===== src/rtl/loader_pkg.sv =====
// Shared types and constants for the boot-time program loader.
package loader_pkg;

  typedef enum logic [2:0] {
    StIdle,
    StLen,
    StData,
    StCsum,
    StDone,
    StErr
  } loader_state_e;

  localparam logic [31:0] BasePcDefault = 32'h0040_0020;
  localparam int unsigned HdrBytes      = 2;

endpackage


===== src/rtl/program_loader_if.sv =====
// Host byte stream plus instruction-memory write port of the program loader.
interface program_loader_if #(
  parameter int unsigned IMEM_ADDR_W = 30
);

  logic                   in_valid;
  logic [7:0]             in_data;
  logic                   in_ready;
  logic                   imem_we;
  logic [IMEM_ADDR_W-1:0] imem_addr;
  logic [31:0]            imem_wdata;

  // Host and memory side.
  modport master (
    output in_valid,
    output in_data,
    input  in_ready,
    input  imem_we,
    input  imem_addr,
    input  imem_wdata
  );

  // Loader side.
  modport slave (
    input  in_valid,
    input  in_data,
    output in_ready,
    output imem_we,
    output imem_addr,
    output imem_wdata
  );

endinterface


===== src/rtl/word_assembler.sv =====
// Collects a big-endian 32-bit word from four consecutive bytes.
module word_assembler (
  input  logic        clk_i,
  input  logic        rst_ni,
  input  logic        clr_i,
  input  logic        byte_valid_i,
  input  logic [7:0]  byte_i,
  output logic [31:0] word_o,
  output logic        last_o
);

  logic [23:0] shift_q;
  logic [1:0]  cnt_q;

  always_ff @(posedge clk_i or negedge rst_ni) begin
    if (!rst_ni) begin
      shift_q <= '0;
      cnt_q   <= '0;
    end else if (clr_i) begin
      shift_q <= '0;
      cnt_q   <= '0;
    end else if (byte_valid_i) begin
      shift_q <= {shift_q[15:0], byte_i};
      cnt_q   <= cnt_q + 2'd1;
    end
  end

  // The fourth byte is still on the input when the word is complete.
  assign word_o = {shift_q, byte_i};
  assign last_o = (cnt_q == 2'd3);

endmodule


===== src/rtl/program_loader.sv =====
// Loads a length-prefixed word image from a byte stream into instruction memory.
// Define LOADER_CHECKSUM_EN to require a trailing modulo-256 checksum byte.
module program_loader
  import loader_pkg::*;
#(
  parameter int unsigned IMEM_ADDR_W = 30,
  parameter logic [31:0] BASE_PC     = BasePcDefault
) (
  input  logic             clk,
  input  logic             start_up_n,
  input  logic             load_go,
  program_loader_if.slave  bus,
  output logic             cpu_start_up,
  output logic             load_done,
  output logic             load_err
);

  localparam logic [IMEM_ADDR_W-1:0] BaseWaddr  = IMEM_ADDR_W'(BASE_PC >> 2);
  localparam logic                   HdrLastIdx = 1'(HdrBytes - 1);

`ifdef LOADER_CHECKSUM_EN
  localparam loader_state_e StAfterPayload = StCsum;
`else
  localparam loader_state_e StAfterPayload = StDone;
`endif

  loader_state_e          state_q, state_d;
  logic                   in_ready, accept, start;
  logic                   hdr_cnt_q, hdr_last;
  logic [7:0]             len_hi_q;
  logic [15:0]            len_word;
  logic [15:0]            words_left_q;
  logic                   imem_we_q;
  logic [IMEM_ADDR_W-1:0] addr_q;
  logic [31:0]            wdata_q;
  logic [31:0]            asm_word;
  logic                   asm_last;
  logic                   data_byte;

  // No byte is taken while a word is being written.
  assign in_ready  = (state_q inside {StLen, StData, StCsum}) && !imem_we_q;
  assign accept    = bus.in_valid && in_ready;
  assign start     = load_go && (state_q inside {StIdle, StDone, StErr});
  assign hdr_last  = (hdr_cnt_q == HdrLastIdx);
  assign len_word  = {len_hi_q, bus.in_data};
  assign data_byte = accept && (state_q == StData);

  word_assembler u_word_assembler (
    .clk_i        (clk),
    .rst_ni       (start_up_n),
    .clr_i        (start),
    .byte_valid_i (data_byte),
    .byte_i       (bus.in_data),
    .word_o       (asm_word),
    .last_o       (asm_last)
  );

`ifdef LOADER_CHECKSUM_EN
  logic [7:0] sum_q;
  logic       csum_ok;

  assign csum_ok = (8'(sum_q + bus.in_data) == 8'd0);

  always_ff @(posedge clk or negedge start_up_n) begin
    if (!start_up_n) begin
      sum_q <= '0;
    end else if (start) begin
      sum_q <= '0;
    end else if (accept && (state_q inside {StLen, StData})) begin
      sum_q <= sum_q + bus.in_data;
    end
  end
`endif

  always_ff @(posedge clk or negedge start_up_n) begin
    if (!start_up_n) begin
      state_q <= StIdle;
    end else begin
      state_q <= state_d;
    end
  end

  always_comb begin
    state_d = state_q;
    unique case (state_q)
      StIdle, StDone, StErr: begin
        if (start) state_d = StLen;
      end
      StLen: begin
        if (accept && hdr_last) state_d = (len_word == 16'd0) ? StAfterPayload : StData;
      end
      StData: begin
        // Leave only once the final word's write strobe has been issued.
        if (imem_we_q && (words_left_q == 16'd0)) state_d = StAfterPayload;
      end
`ifdef LOADER_CHECKSUM_EN
      StCsum: begin
        if (accept) state_d = csum_ok ? StDone : StErr;
      end
`endif
      default: state_d = StIdle;
    endcase
  end

  always_ff @(posedge clk or negedge start_up_n) begin
    if (!start_up_n) begin
      hdr_cnt_q    <= 1'b0;
      len_hi_q     <= '0;
      words_left_q <= '0;
      imem_we_q    <= 1'b0;
      addr_q       <= BaseWaddr;
      wdata_q      <= '0;
    end else begin
      imem_we_q <= 1'b0;
      if (start) begin
        hdr_cnt_q <= 1'b0;
        addr_q    <= BaseWaddr;
      end
      // Address advances after each write and wraps naturally.
      if (imem_we_q) addr_q <= addr_q + IMEM_ADDR_W'(1);
      if (accept && (state_q == StLen)) begin
        len_hi_q  <= bus.in_data;
        hdr_cnt_q <= hdr_cnt_q + 1'b1;
        if (hdr_last) words_left_q <= len_word;
      end
      if (data_byte && asm_last) begin
        imem_we_q    <= 1'b1;
        wdata_q      <= asm_word;
        words_left_q <= words_left_q - 16'd1;
      end
    end
  end

  assign bus.in_ready   = in_ready;
  assign bus.imem_we    = imem_we_q;
  assign bus.imem_addr  = addr_q;
  assign bus.imem_wdata = wdata_q;

  assign cpu_start_up = (state_q != StDone);
  assign load_done    = (state_q == StDone);
`ifdef LOADER_CHECKSUM_EN
  assign load_err     = (state_q == StErr);
`else
  assign load_err     = 1'b0;
`endif

endmodule


===== src/flat_wrapper.sv =====
// flat-port wrapper written by rule: the top's interface ports become plain ports
module program_loader_flat import loader_pkg::*;
#(
  parameter int unsigned IMEM_ADDR_W = 30,
  parameter logic [31:0] BASE_PC     = BasePcDefault
)
  (clk, start_up_n, load_go, cpu_start_up, load_done, load_err, bus_in_valid, bus_in_data, bus_in_ready, bus_imem_we, bus_imem_addr, bus_imem_wdata);
  program_loader_if #(.IMEM_ADDR_W(IMEM_ADDR_W)) bus_i ();
  input  logic clk;
  input  logic start_up_n;
  input  logic load_go;
  output logic cpu_start_up;
  output logic load_done;
  output logic load_err;
  input wire logic [$bits(bus_i.in_valid)-1:0] bus_in_valid;
  input wire logic [$bits(bus_i.in_data)-1:0] bus_in_data;
  output wire logic [$bits(bus_i.in_ready)-1:0] bus_in_ready;
  output wire logic [$bits(bus_i.imem_we)-1:0] bus_imem_we;
  output wire logic [$bits(bus_i.imem_addr)-1:0] bus_imem_addr;
  output wire logic [$bits(bus_i.imem_wdata)-1:0] bus_imem_wdata;
  assign bus_i.in_valid = bus_in_valid;
  assign bus_i.in_data = bus_in_data;
  assign bus_in_ready = bus_i.in_ready;
  assign bus_imem_we = bus_i.imem_we;
  assign bus_imem_addr = bus_i.imem_addr;
  assign bus_imem_wdata = bus_i.imem_wdata;
  program_loader #(.IMEM_ADDR_W(IMEM_ADDR_W), .BASE_PC(BASE_PC)) u_core (.clk(clk), .start_up_n(start_up_n), .load_go(load_go), .bus(bus_i), .cpu_start_up(cpu_start_up), .load_done(load_done), .load_err(load_err));
endmodule

===== config.mk =====
export PLATFORM = sky130hd
export DESIGN_NAME = program_loader_flat
export DESIGN_NICKNAME = d
export VERILOG_FILES = /design/src/rtl/loader_pkg.sv /design/src/rtl/program_loader_if.sv /design/src/rtl/word_assembler.sv /design/src/rtl/program_loader.sv /design/src/flat_wrapper.sv
export SDC_FILE = /design/constraint.sdc
export NUM_CORES = 1
export LEC_CHECK = 0
export CORE_MARGIN = 4
export CORE_UTILIZATION = 25
export CTS_BUF_LIST = sky130_fd_sc_hd__clkbuf_16
export DETAILED_ROUTE_END_ITERATION = 6
export GPL_TIMING_DRIVEN = 0
export SYNTH_ARGS = -nofsm -noshare
export SYNTH_HDL_FRONTEND = slang
export SYNTH_SLANG_ARGS = --single-unit

===== constraint.sdc =====
create_clock -name clk -period 3.8 [get_ports clk]
set_clock_uncertainty 0.05 [all_clocks]
set_input_delay 0.76 -clock clk [delete_from_list [all_inputs] [get_ports clk]]
set_output_delay 0.76 -clock clk [all_outputs]
set_load 0.01 [all_outputs]

After elaboration in Yosys (flattened, before gate mapping)
Cells that the tools add are included.

operators by class
  $add $sub $neg = 4
  reductions and logical operators = 22
  multiplexer cells = 17
  equality and inequality tests = 10

operators with widths
  operator                                                                 number
  30-bit two-way mux                                                       2
  16-bit two-way mux                                                       3
  24-bit two-way mux                                                       2
  16-bit logical NOT                                                       2
  30-bit by 1-bit adder with 30-bit output, second input constant          1
  16-bit by 1-bit subtractor with 16-bit output, second input constant     1
  3-bit two-way mux                                                        4
  2-bit nonzero test                                                       5
  3-bit one-hot mux with 3 select lines                                    1
  1-bit logical AND                                                        8
  3-bit by 2-bit equality test with 1-bit output, second input constant    2
  3-bit equality test, second input constant                               2
  3-bit nonzero test                                                       2
  2-bit two-way mux                                                        2
  2-bit inequality test, second input constant                             2
  3-bit by 1-bit equality test with 1-bit output, second input constant    1
  3-bit logical NOT                                                        1
  1-bit two-way mux                                                        3
  3-bit inequality test, second input constant                             1
  3-bit AND reduction                                                      1
  3-bit OR reduction                                                       1
  2-bit by 1-bit adder with 2-bit output, second input constant            1
  2-bit equality test, second input constant                               1
  2-bit by 1-bit inequality test with 1-bit output, second input constant  1
  other kinds (3)                                                          3

word-level totals
  register bits = 117
  logic and storage cells = 62
  input bits = 12
  output and inout bits = 67

Longest topological paths before layout
Gate-level depths: netlist of the first run.

  depth in word-level cells = 8
  gate-level depth with buffers = 8
  gate-level depth less buffers = 6

Hierarchy
A second synthesis of the first run with hierarchy kept.

unflattened totals
  cells, all modules = 566
  area total of the unflattened synthesis = 5,571.6 µm²

modules (own cells, without submodules)
  module          sequential area each (µm²)  times used  cells each  area each (µm²)
  program_loader  2,279.7                     1           473         4,424.2
  word_assembler  650.6                       1           93          1,147.4

Worst setup path after synthesis of the first run
OpenSTA, ideal clock, no wires.

  path kind = in2reg
  from = input port bus_in_valid
  to = register u_core.words_left_q[10]
  setup time = 0.137 ns
  slack = 1.963 ns
  stages on the path = 5
  data arrival time = 1.650 ns
  buffers on the path = 1
  required time = 3.613 ns
  cells stage by stage = nand3b_1 or3_1 buf_2 o311ai_0 nand3_1

between the ends
  word-level cells in the longest chain between the ends = 5
  elaborated cells on any way between the ends = 8
  those cells by class = 1 x mux; 7 x reduce/logical

RTL lines
  item                           RTL line               source
  from (decl)                    flat_wrapper.sv:15     input wire logic [$bits(bus_i.in_valid)-1:0] bus_in_valid;
  1-bit logical AND *            program_loader.sv:42   assign accept = bus.in_valid && in_ready;
  1-bit logical AND              program_loader.sv:46   assign data_byte = accept && (state_q == StData);
  1-bit logical AND              program_loader.sv:126  if (data_byte && asm_last) begin
  2-bit nonzero test (no line)   n/a
  2-bit AND reduction (no line)  n/a
  to (signal assigned)           program_loader.sv:124  if (hdr_last) words_left_q <= len_word;
  to (signal assigned)           program_loader.sv:129  words_left_q <= words_left_q - 16'd1;
  to (decl)                      program_loader.sv:32   logic [15:0] words_left_q;

Mark *: on every way between the ends. The rest lies on a longest branch, timed or not.
A chain may end at the register's enable or synchronous reset.

Final worst setup path of the first run
  from = register u_core.imem_we_q, in the netlist u_core.bus.imem_we
  to = output port bus_in_ready

between the ends
  word-level cells in the longest chain between the ends = 2

RTL lines
  item                    RTL line               source
  from (decl)             program_loader.sv:33   logic imem_we_q;
  from (signal assigned)  program_loader.sv:110  imem_we_q <= 1'b0;
  from (signal assigned)  program_loader.sv:114  imem_we_q <= 1'b0;
  from (signal assigned)  program_loader.sv:127  imem_we_q <= 1'b1;
  1-bit logical NOT       program_loader.sv:41   assign in_ready = (state_q inside {StLen, StData, StCsum}) && !imem_we_q;
  1-bit logical AND       program_loader.sv:41
  to (decl)               flat_wrapper.sv:17     output wire logic [$bits(bus_i.in_ready)-1:0] bus_in_ready;

Every way passes these cells.

==> impl_metrics.py, run 1 <==
metrics = {
    "status": {
        "status": "finished, final reports clean",
    },
    "timing": {
        "period_share_pct": 72.9,
        "hold_viol": 0,
        "setup_viol": 0,
        "worstMarginPinSlew_ns": 0.582,
        "whs_ns": 0.242,
        "slew_viol_final": 0,
        "rsz0062_at_grt": "false",
        "fin_crit_ns": 2.77,
        "tns_ns": 0,
        "max_freq_mhz": 361,
        "slew_headroom_pct": 60.9,
    },
    "power_and_ir_drop": {
        "clkPwrFrac_pct": 38.6,
        "p_sw_share_pct": 31.6,
        "peakVddDrop_mv": 0.343,
        "p_sw_mw": 1.24,
        "power.share.sequential_pct": 41.7,
        "internal-power_mw": 2.68,
        "p_per_area_nw_per_um2": 542,
        "leakage_nw": 3.26,
        "comb_power_share_pct": 19.6,
    },
    "cts": {
        "post_cts_resized": 0,
        "cts.sinks": 117,
        "ctsHoldBuffers": 0,
        "cts_setup_buffers": 0,
        "clockBufferDepth": 2,
        "clock_latency_ns": 0.42,
        "tritoncts": "built",
        "clk_pin_slew_worst_paths_ns": 0.06,
        "cts_root_buffer": "clkbuf_16",
        "cts_max_level": 4,
        "cts_buffers": 17,
    },
    "drt": {
        "drtAntennaViolNets": 0,
        "vias": 4476,
        "drc_errors": 0,
        "drt_pass1_iterations": 5,
        "routedWlPerCell_um": 14.8,
        "drt_wl_total_mm": 14.2,
        "vias_per_cell": 4.66,
        "drtIter0Drc": 190,
    },
    "worst_setup_path": {
        "critPathKind": "reg -> out",
        "crit_path_start_kind": "flop",
        "critPathRequiredTime_ns": 2.99,
        "r2r-end": "u_core.words_left_q[10]$_DFFE_PN0P_",
        "r2r_start": "u_core.words_left_q[0]$_DFFE_PN0P_",
        "end_kind": "primary output",
        "r2r_slack_ns": 1.73,
        "r2r_cells": 6,
        "crit_end": "bus_in_ready",
        "cp.arrival_ns": 1.96,
        "path_max_fanout": 10,
        "crit_start": "u_core.bus.imem_we$_DFF_PN0_",
    },
    "yosys": {
        "syn-num-nets": 587,
        "ys_types": 60,
        "async_flop_share_pct": 100,
        "avgSynthCellArea_sq_um": 9.66,
        "ys_seq_area_share_pct": 53.1,
        "ys_seq_elements": 117,
        "synth.most_common_cell": "nand2_1",
        "syn_area_sq_um": 5520,
        "yosys.area.top_type_share_pct": 52.2,
        "yosysTopAreaCell": "dfrtp_1",
        "synth.top_cells.by_area": "dfrtp_1, nand2_1, mux2i_1",
        "synthFlopType": "dfrtp_1",
        "synth-warning-count": 0,
        "synthCells": 571,
        "synthTopCellsByCount": "nand2_1, dfrtp_1, a21oi_1, mux2i_1, nand3_1",
        "synth_edf_count": 0,
    },
    "flow_run": {
        "timing.max_cap.violations": 0,
    },
    "die": {
        "die_y_um": 157,
        "rows": 54,
        "die_width_um": 157,
        "ioPinCount": 79,
        "die_area_sq_um": 24500,
        "initial_utilization_pct": 25.4,
        "core-area_sq_um": 21800,
    },
    "layout": {
        "final_nets": 684,
        "syn_to_final_growth_pct": 31.0,
        "drive_gt1_share_pct": 11.9,
        "layout.cells.non_filler": 961,
        "nFillCells": 2236,
        "diodes": 0,
    },
    "place": {
        "dpl.hpwl_mm": 10.0,
        "port_buffers": 77,
        "place.gp.congestion": 0.828,
        "dp.cells": 929,
    },
    "grt": {
        "grtUsageTotal_pct": 12.1,
        "antenna_found_initial": 0,
        "globalRouteOverflowTotal": 0,
        "grt_pass1_wl_mm": 23.6,
        "grt_pass1_vias": 4482,
        "grt_max_degree": 69,
    },
    "hold_path": {
        "hold_class": "in -> async",
    },
}
-- worst max-delay path: stages (launching register included) --
cell and delay [ns]:
dfrtp_1 0.47, buf_2 0.23, nor3_1 0.25, clkdlybuf4s50_1 0.59
-- routing by layer --
| layer | up-vias | routed length [um] | track usage [%] |
|---|---|---|---|
| met5 | - | 0 | 0 |
| met4 | 0 | 94 | 3.80 |
| met3 | 8 | 884 | 3.57 |
| met2 | 108 | 6380 | 17.8 |
| met1 | 2181 | 6880 | 17.2 |
| li1 | 2179 | - | - |
-- cell usage in the layout, fill, tap and decap left out, types with 4 or more instances in the layout --
cell and instances:
a21oi_1 36, a221o_1 4, and2_1 4, and3_1 5, and4_1 4, buf_2 11
buf_4 4, buf_6 7, clkbuf_1 4, clkbuf_16 17, clkdlybuf4s50_1 76, clkinvlp_4 6
dfrtp_1 115, ha_1 4, inv_1 14, mux2_4 8, mux2i_1 27, nand2_1 189
nand3_1 20, nand4_1 13, nor2_1 15, nor3_1 6, nor4_1 5, o211ai_1 6
o21ai_0 8, o32ai_1 7
-- logic make-up after synthesis --
group	share of synthesized area, %
XOR/XNOR	0.159
flip-flops	53.1
AO/OA/AOI/OAI	9.37
AND/OR/NAND/NOR	24.8
other	0.0680
adder cells (fa/ha/maj)	0.907
buffers and inverters	4.24
multiplexers	7.28
-- power by group through the flow --
stage / clock, mW / combinational, mW / sequential, mW
floorplan: 0 / 0.585 / 1.59
global placement: 0 / 0.766 / 1.65
detailed placement: 0 / 0.774 / 1.65
CTS: 1.54 / 0.776 / 1.63
global route: 1.61 / 0.857 / 1.66
finish: 1.51 / 0.769 / 1.63
-- worst min-delay path by stage --
stage / from / end / slack (ns) / cells past startpoint
2_1_floorplan: u_core.u_word_assembler.shift_q[23]$_DFFE_PN0P_ / u_core.bus.imem_wdata[31]$_DFFE_PN0P_ / 0.39 / 2
3_3_place_gp: u_core.u_word_assembler.shift_q[22]$_DFFE_PN0P_ / u_core.bus.imem_wdata[30]$_DFFE_PN0P_ / 0.40 / 2
3_5_place_dp: u_core.u_word_assembler.shift_q[19]$_DFFE_PN0P_ / u_core.bus.imem_wdata[27]$_DFFE_PN0P_ / 0.41 / 2
4_1_cts: start_up_n / u_core.bus.imem_addr[13]$_DFFE_PN0P_ / 0.25 / 1
5_1_grt: start_up_n / u_core.bus.imem_addr[7]$_DFFE_PN0P_ / 0.26 / 1
6_report: start_up_n / u_core.bus.imem_addr[7]$_DFFE_PN0P_ / 0.24 / 1
-- sequential cells by signal (all words and copies together), names as in the netlist --
name / cells
u_core.bus.imem_we: 1
u_core.bus.imem_addr: 30
u_core.len_hi_q: 8
u_core.hdr_cnt_q: 1
u_core.state_q: 3
u_core.words_left_q: 16
u_core.bus.imem_wdata: 32
u_core.u_word_assembler.cnt_q: 2
u_core.u_word_assembler.shift_q: 24
-- area by class of cell --
type,count,area (sq um),area share [%]
Sequential cell,117,2930,40.6
Multi-Input combinational cell,412,2350,32.5
Clock buffer,17,425,5.89
Tap cell,280,350,4.85
Inverter,16,62.6,0.866
Buffer,26,171,2.37
Timing Repair Buffer,78,800,11.1
Clock inverter,15,133,1.84
-- metrics by stage --
| stage | area (sq um) | util (%) | setup WS [ns] | power (mW) |
|---|---|---|---|---|
| after floorplan | 5520 | - | 1.96 | 2.17 |
| after global placement | 6640 | 30.5 | -2.85 | 2.41 |
| after detailed placement | 6670 | 30.6 | 1.09 | 2.42 |
| after CTS | 7220 | 33.2 | 0.990 | 3.95 |
| after global routing | 7220 | 33.2 | 0.947 | 4.13 |
| final | 7220 | 33.2 | 1.03 | 3.91 |
Power figures use the tool's default switching activity.
==> run 2, diff against run 1 <==
==> constraint.sdc (replaced) <==
create_clock -name clk -period 2.2 [get_ports clk]
set_clock_uncertainty 0.05 [all_clocks]
set_input_delay 0.44 -clock clk [delete_from_list [all_inputs] [get_ports clk]]
set_output_delay 0.44 -clock clk [all_outputs]
set_load 0.01 [all_outputs]
==> run 2 against run 1 <==
  * Wire length rose by 0.20%
  * Setup slack got worse by 0.92 ns
  * Cell area rose by 0.33%
  * Non-clock buffer count rose by 1
  * First-iteration DRC count fell by 4.2%
  * Largest cell class unchanged
  * Largest power group unchanged
==> impl_metrics.py, run 2 (synthesis gave the netlist of run 1 again) <==
metrics = {
    "status": {
        "status": "finished, final reports clean",
    },
    "drt": {
        "drtIter0Drc": 182,
        "routedWlPerCell_um": 14.8,
        "vias": 4500,
        "drt_pass1_iterations": 4,
        "vias_per_cell": 4.68,
        "drtAntennaViolNets": 0,
        "drc_errors": 0,
        "drt_wl_total_mm": 14.3,
    },
    "grt": {
        "antenna_found_initial": 0,
        "grt_use_met2_pct": 17.8,
        "grt_max_degree": 69,
        "grt_pass1_vias": 4482,
        "grt_util_met3_pct": 3.57,
        "grtUsageTotal_pct": 12.1,
        "gr-max-usage-layer": "met2",
        "use_met1_pct": 17.2,
        "globalRouteOverflowTotal": 0,
        "grt_pass1_wl_mm": 23.6,
    },
    "die": {
        "ioPinCount": 79,
        "initial_utilization_pct": 25.4,
        "die_y_um": 157,
        "rows": 54,
        "die_width_um": 157,
        "die_area_sq_um": 24500,
        "core-area_sq_um": 21800,
    },
    "timing": {
        "fin_ws_ns": 0.105,
        "slew_headroom_pct": 60.9,
        "hold_viol": 0,
        "whs_ns": 0.421,
        "rsz0062_at_grt": "false",
        "period_share_pct": 95.2,
        "max_freq_mhz": 477,
        "fin_crit_ns": 2.09,
        "setup_viol": 0,
        "slew_viol_final": 0,
        "worstMarginPinSlew_ns": 0.581,
    },
    "place": {
        "port_buffers": 77,
        "dp_worst_setup_slack_ns": -0.190,
        "dpl.hpwl_mm": 10.0,
        "place.gp.congestion": 0.828,
    },
    "cts": {
        "clock_latency_ns": 0.42,
        "cts.sinks": 117,
        "clk_pin_slew_worst_paths_ns": 0.06,
        "clockBufferDepth": 2,
        "tritoncts": "built",
        "cts_buffers": 17,
        "cts_root_buffer": "clkbuf_16",
        "cts_setup_buffers": 0,
        "cts_max_level": 4,
    },
    "worst_setup_path": {
        "critPathKind": "reg -> out",
        "crit_path_start_kind": "flop",
        "path_max_fanout": 10,
        "cp.arrival_ns": 1.60,
        "slowest_delay_ns": 0.47,
        "slowest_stage": "dfrtp_1",
        "critPathRequiredTime_ns": 1.71,
        "end_kind": "primary output",
        "cp_cell_sequence": "buf_2, nor3_2, dlygate4sd2_1",
        "critical_path_buf_inv_count": 2,
        "critical_path.top_delay_family": "buffers and inverters",
    },
    "power_and_ir_drop": {
        "leakage_nw": 3.27,
        "peakVddDrop_mv": 0.593,
        "p_per_area_nw_per_um2": 935,
        "total_power_mw": 6.77,
    },
    "layout": {
        "syn_to_final_growth_pct": 31.4,
        "largest_reg_flops": 32,
        "layout_commonest_cell": "nand2_1",
        "final_nets": 685,
        "drive_gt1_share_pct": 12.5,
        "final_cell_mix": "nand2_1, dfrtp_1, clkdlybuf4s50_1, a21oi_1, mux2i_1",
        "diodes": 0,
        "utilization_pct": 33.3,
    },
    "flow_run": {
        "timing.max_cap.violations": 0,
    },
    "hold_path": {
        "hold_class": "reg -> reg",
    },
}
-- run 2: power by group --
part / switching, mW / internal, mW / total [mW] / leakage, nW
Sequential: 0.354 / 2.47 / 2.83 / 1.56
Combinational: 0.731 / 0.603 / 1.33 / 1.45
Clock: 1.06 / 1.55 / 2.61 / 0.255
Total: 2.15 / 4.63 / 6.77 / 3.27
-- run 2: stage by stage --
stage          instance area, sq um  instances  TNS, ns
6_report                       7250        962        0
5_1_grt                        7250        962        0
4_1_cts                        7230        962        0
3_5_place_dp                   6670        929    -7.16
3_3_place_gp                   6640        928  -487.46
2_1_floorplan                  5520        571        0
-- run 2: final cells by class --
class	count	area, sq um
repair buffers	79	806
clock inverters	15	133
flip-flops and latches	117	2930
fillers	2231	14500
well taps	280	350
multi-input cells	412	2370
inverters	16	62.6
clock buffers	17	425
plain buffers	26	171
-- run 2: path summary, 6_finish.rpt --
check / endpoint / from / cells after the start / slack, ns
worst min register to register: u_core.bus.imem_wdata[27]$_DFFE_PN0P_ / u_core.u_word_assembler.shift_q[19]$_DFFE_PN0P_ / 2 / 0.42
worst max-delay path: bus_in_ready / u_core.bus.imem_we$_DFF_PN0_ / 3 / 0.11
min in group asynchronous: u_core.bus.imem_addr[7]$_DFFE_PN0P_ / start_up_n / 2 / 0.49
worst max register to register: u_core.bus.imem_wdata[11]$_DFFE_PN0P_ / u_core.state_q[0]$_DFFE_PN0P_ / 7 / 0.25
max in group asynchronous: u_core.bus.imem_wdata[15]$_DFFE_PN0P_ / start_up_n / 3 / 0.88
worst min-delay path: u_core.bus.imem_wdata[27]$_DFFE_PN0P_ / u_core.u_word_assembler.shift_q[19]$_DFFE_PN0P_ / 2 / 0.42
-- run 2: what timing repair did --
action,4_1_cts,5_1_grt
hold buffers,1,0
hold endpoints to repair,48,0
pin swaps,0,0
resized for setup,4,3
setup endpoints to repair,3,3
gates cloned,0,0
-- run 2: tightest hold or removal path: cells and delay by family (launching register included) --
family        cells  cell delay, ns
flops             1            0.34
simple gates      2            0.10
-- run 2: metal layers --
layer / share of wire [%] / up-vias
met5: 0 / -
met4: 0.79 / 0
met3: 5.7 / 11
met2: 44 / 102
met1: 49 / 2206
li1: - / 2181
==> run 3, diff against run 2 <==
--- a/config.mk
+++ b/config.mk
@@ -10,6 +10,7 @@
 export CTS_BUF_LIST = sky130_fd_sc_hd__clkbuf_16
 export DETAILED_ROUTE_END_ITERATION = 6
 export GPL_TIMING_DRIVEN = 0
+export MAX_ROUTING_LAYER = met4
 export SYNTH_ARGS = -nofsm -noshare
 export SYNTH_HDL_FRONTEND = slang
 export SYNTH_SLANG_ARGS = --single-unit
==> run 3 against run 2 <==
  * Sequential power hardly changed
  * Setup slack improved by 0.0033 ns
  * Sequential cell count is the same
  * Global-route usage rose by 0.33 points
  * Wire length grew 0.31%
  * Critical endpoint unchanged
  * Largest cell class unchanged
  * Largest power group unchanged
  * Highest routed layer unchanged
==> impl_metrics.py, run 3 (synthesis gave the netlist of run 1 again) <==
metrics = {
    "power_and_ir_drop": {
        "total_power_mw": 6.79,
        "p_per_area_nw_per_um2": 937,
        "leakage_nw": 3.27,
        "peakVddDrop_mv": 0.598,
    },
    "die": {
        "die_y_um": 157,
        "die_width_um": 157,
        "rows": 54,
        "ioPinCount": 79,
        "die_area_sq_um": 24500,
        "core-area_sq_um": 21800,
        "initial_utilization_pct": 25.4,
    },
    "layout": {
        "diodes": 0,
        "final_nets": 685,
        "largest_reg_flops": 32,
        "utilization_pct": 33.3,
        "layout_commonest_cell": "nand2_1",
        "layout.cells.non_filler": 962,
        "drive_gt1_share_pct": 12.5,
        "syn_to_final_growth_pct": 31.4,
        "final_cell_mix": "nand2_1, dfrtp_1, clkdlybuf4s50_1, a21oi_1, mux2i_1",
    },
    "grt": {
        "grt_max_degree": 69,
        "grt_use_met2_pct": 17.8,
        "use_met1_pct": 17.2,
        "antenna_found_initial": 0,
        "gr-max-usage-layer": "met2",
        "grt_pass1_vias": 4480,
        "globalRouteOverflowTotal": 0,
        "grt_util_met3_pct": 2.93,
        "grt_pass1_wl_mm": 23.6,
        "grtUsageTotal_pct": 12.4,
    },
    "cts": {
        "clock_latency_ns": 0.42,
        "cts_buffers": 17,
        "clk_pin_slew_worst_paths_ns": 0.05,
        "cts.sinks": 117,
        "cts_root_buffer": "clkbuf_16",
        "tritoncts": "built",
        "cts_setup_buffers": 0,
        "clockBufferDepth": 2,
        "cts_max_level": 4,
    },
    "timing": {
        "fin_crit_ns": 2.09,
        "worstMarginPinSlew_ns": 0.588,
        "period_share_pct": 95.1,
        "slew_viol_final": 0,
        "setup_viol": 0,
        "hold_viol": 0,
        "rsz0062_at_grt": "false",
        "max_freq_mhz": 478,
        "tns_ns": 0,
        "slew_headroom_pct": 60.7,
    },
    "worst_setup_path": {
        "critical_path_buf_inv_count": 2,
        "cp.arrival_ns": 1.60,
        "slowest_delay_ns": 0.47,
        "critPathKind": "reg -> out",
        "path_max_fanout": 10,
        "r2r_slack_ns": 0.24,
        "end_kind": "primary output",
        "critPathRequiredTime_ns": 1.71,
        "cp_cell_sequence": "buf_2, nor3_2, dlygate4sd2_1",
        "critical_path.top_delay_family": "buffers and inverters",
        "crit_path_start_kind": "flop",
        "slowest_stage": "dfrtp_1",
    },
    "flow_run": {
        "timing.max_cap.violations": 0,
    },
    "drt": {
        "drt_pass1_iterations": 5,
        "drtAntennaViolNets": 0,
        "drt_wl_total_mm": 14.3,
        "vias": 4489,
        "drtIter0Drc": 183,
        "vias_per_cell": 4.67,
        "routedWlPerCell_um": 14.9,
        "drc_errors": 0,
    },
    "place": {
        "place.gp.congestion": 0.841,
        "dpl.hpwl_mm": 10.0,
        "port_buffers": 77,
        "dp.cells": 929,
    },
    "status": {
        "status": "finished, final reports clean",
    },
    "hold_path": {
        "hold_class": "reg -> reg",
    },
}
## run 3: cell counts in the layout (fill, tap and decap cells not counted)
No cell type changed its count.
## run 3: path summary, 6_finish.rpt
kind | depth (start not counted) | to | from
min in group asynchronous | 2 | u_core.bus.imem_addr[7]$_DFFE_PN0P_ | start_up_n
hold reg to reg | 2 | u_core.bus.imem_wdata[30]$_DFFE_PN0P_ | u_core.u_word_assembler.shift_q[22]$_DFFE_PN0P_
setup / recovery | 3 | bus_in_ready | u_core.bus.imem_we$_DFF_PN0_
hold / removal | 2 | u_core.bus.imem_wdata[30]$_DFFE_PN0P_ | u_core.u_word_assembler.shift_q[22]$_DFFE_PN0P_
setup reg to reg | 7 | u_core.bus.imem_wdata[2]$_DFFE_PN0P_ | u_core.u_word_assembler.cnt_q[0]$_DFFE_PN0P_
max in group asynchronous | 3 | u_core.bus.imem_addr[20]$_DFFE_PN1P_ | start_up_n
## run 3: per-layer routing
layer | up-vias | wire length [um]
li1 | 2187 | -
met1 | 2184 | 7060
met2 | 103 | 6340
met3 | 15 | 756
met5 | - | 0
met4 | 0 | 157
## run 3: worst register-to-register path, delay by kind of cell, from the launching register on
kind,cells,cell delay [ns]
adder cells (fa/ha/maj),1,0.19
flip-flops,1,0.39
buffers and inverters,2,0.61
AND/OR/NAND/NOR,4,0.66
## run 3: layout make-up
| type | count | area, sq um |
|---|---|---|
| fillers | 2231 | 14500 |
| flip-flops and latches | 117 | 2930 |
| multi-input cells | 412 | 2370 |
| repair buffers | 79 | 806 |
| clock buffers | 17 | 425 |
| well taps | 280 | 350 |
| plain buffers | 26 | 171 |
| clock inverters | 15 | 133 |
| inverters | 16 | 62.6 |
## run 3: metrics by stage
step / instance area [sq um] / worst slack, ns / hold slack (ns)
3_5_place_dp: 6670 / -0.190 / 0.374
3_3_place_gp: 6640 / -4.13 / 0.401
5_1_grt: 7250 / 0.0456 / 0.436
6_report: 7250 / 0.109 / 0.421
2_1_floorplan: 5520 / 0.458 / 0.0944
4_1_cts: 7230 / 0.00416 / 0.425
## run 3: repair_timing
item | in CTS | in global routing
endpoints found under the hold margin | 48 | 0
gates resized for setup | 4 | 3
setup endpoints to repair | 3 | 3
hold buffers | 1 | 0
## run 3: where the power goes
part / leakage (nW) / switching, mW / internal, mW
combinational: 1.45 / 0.731 / 0.603
sequential: 1.56 / 0.357 / 2.47
clock: 0.255 / 1.07 / 1.55
total: 3.27 / 2.16 / 4.63
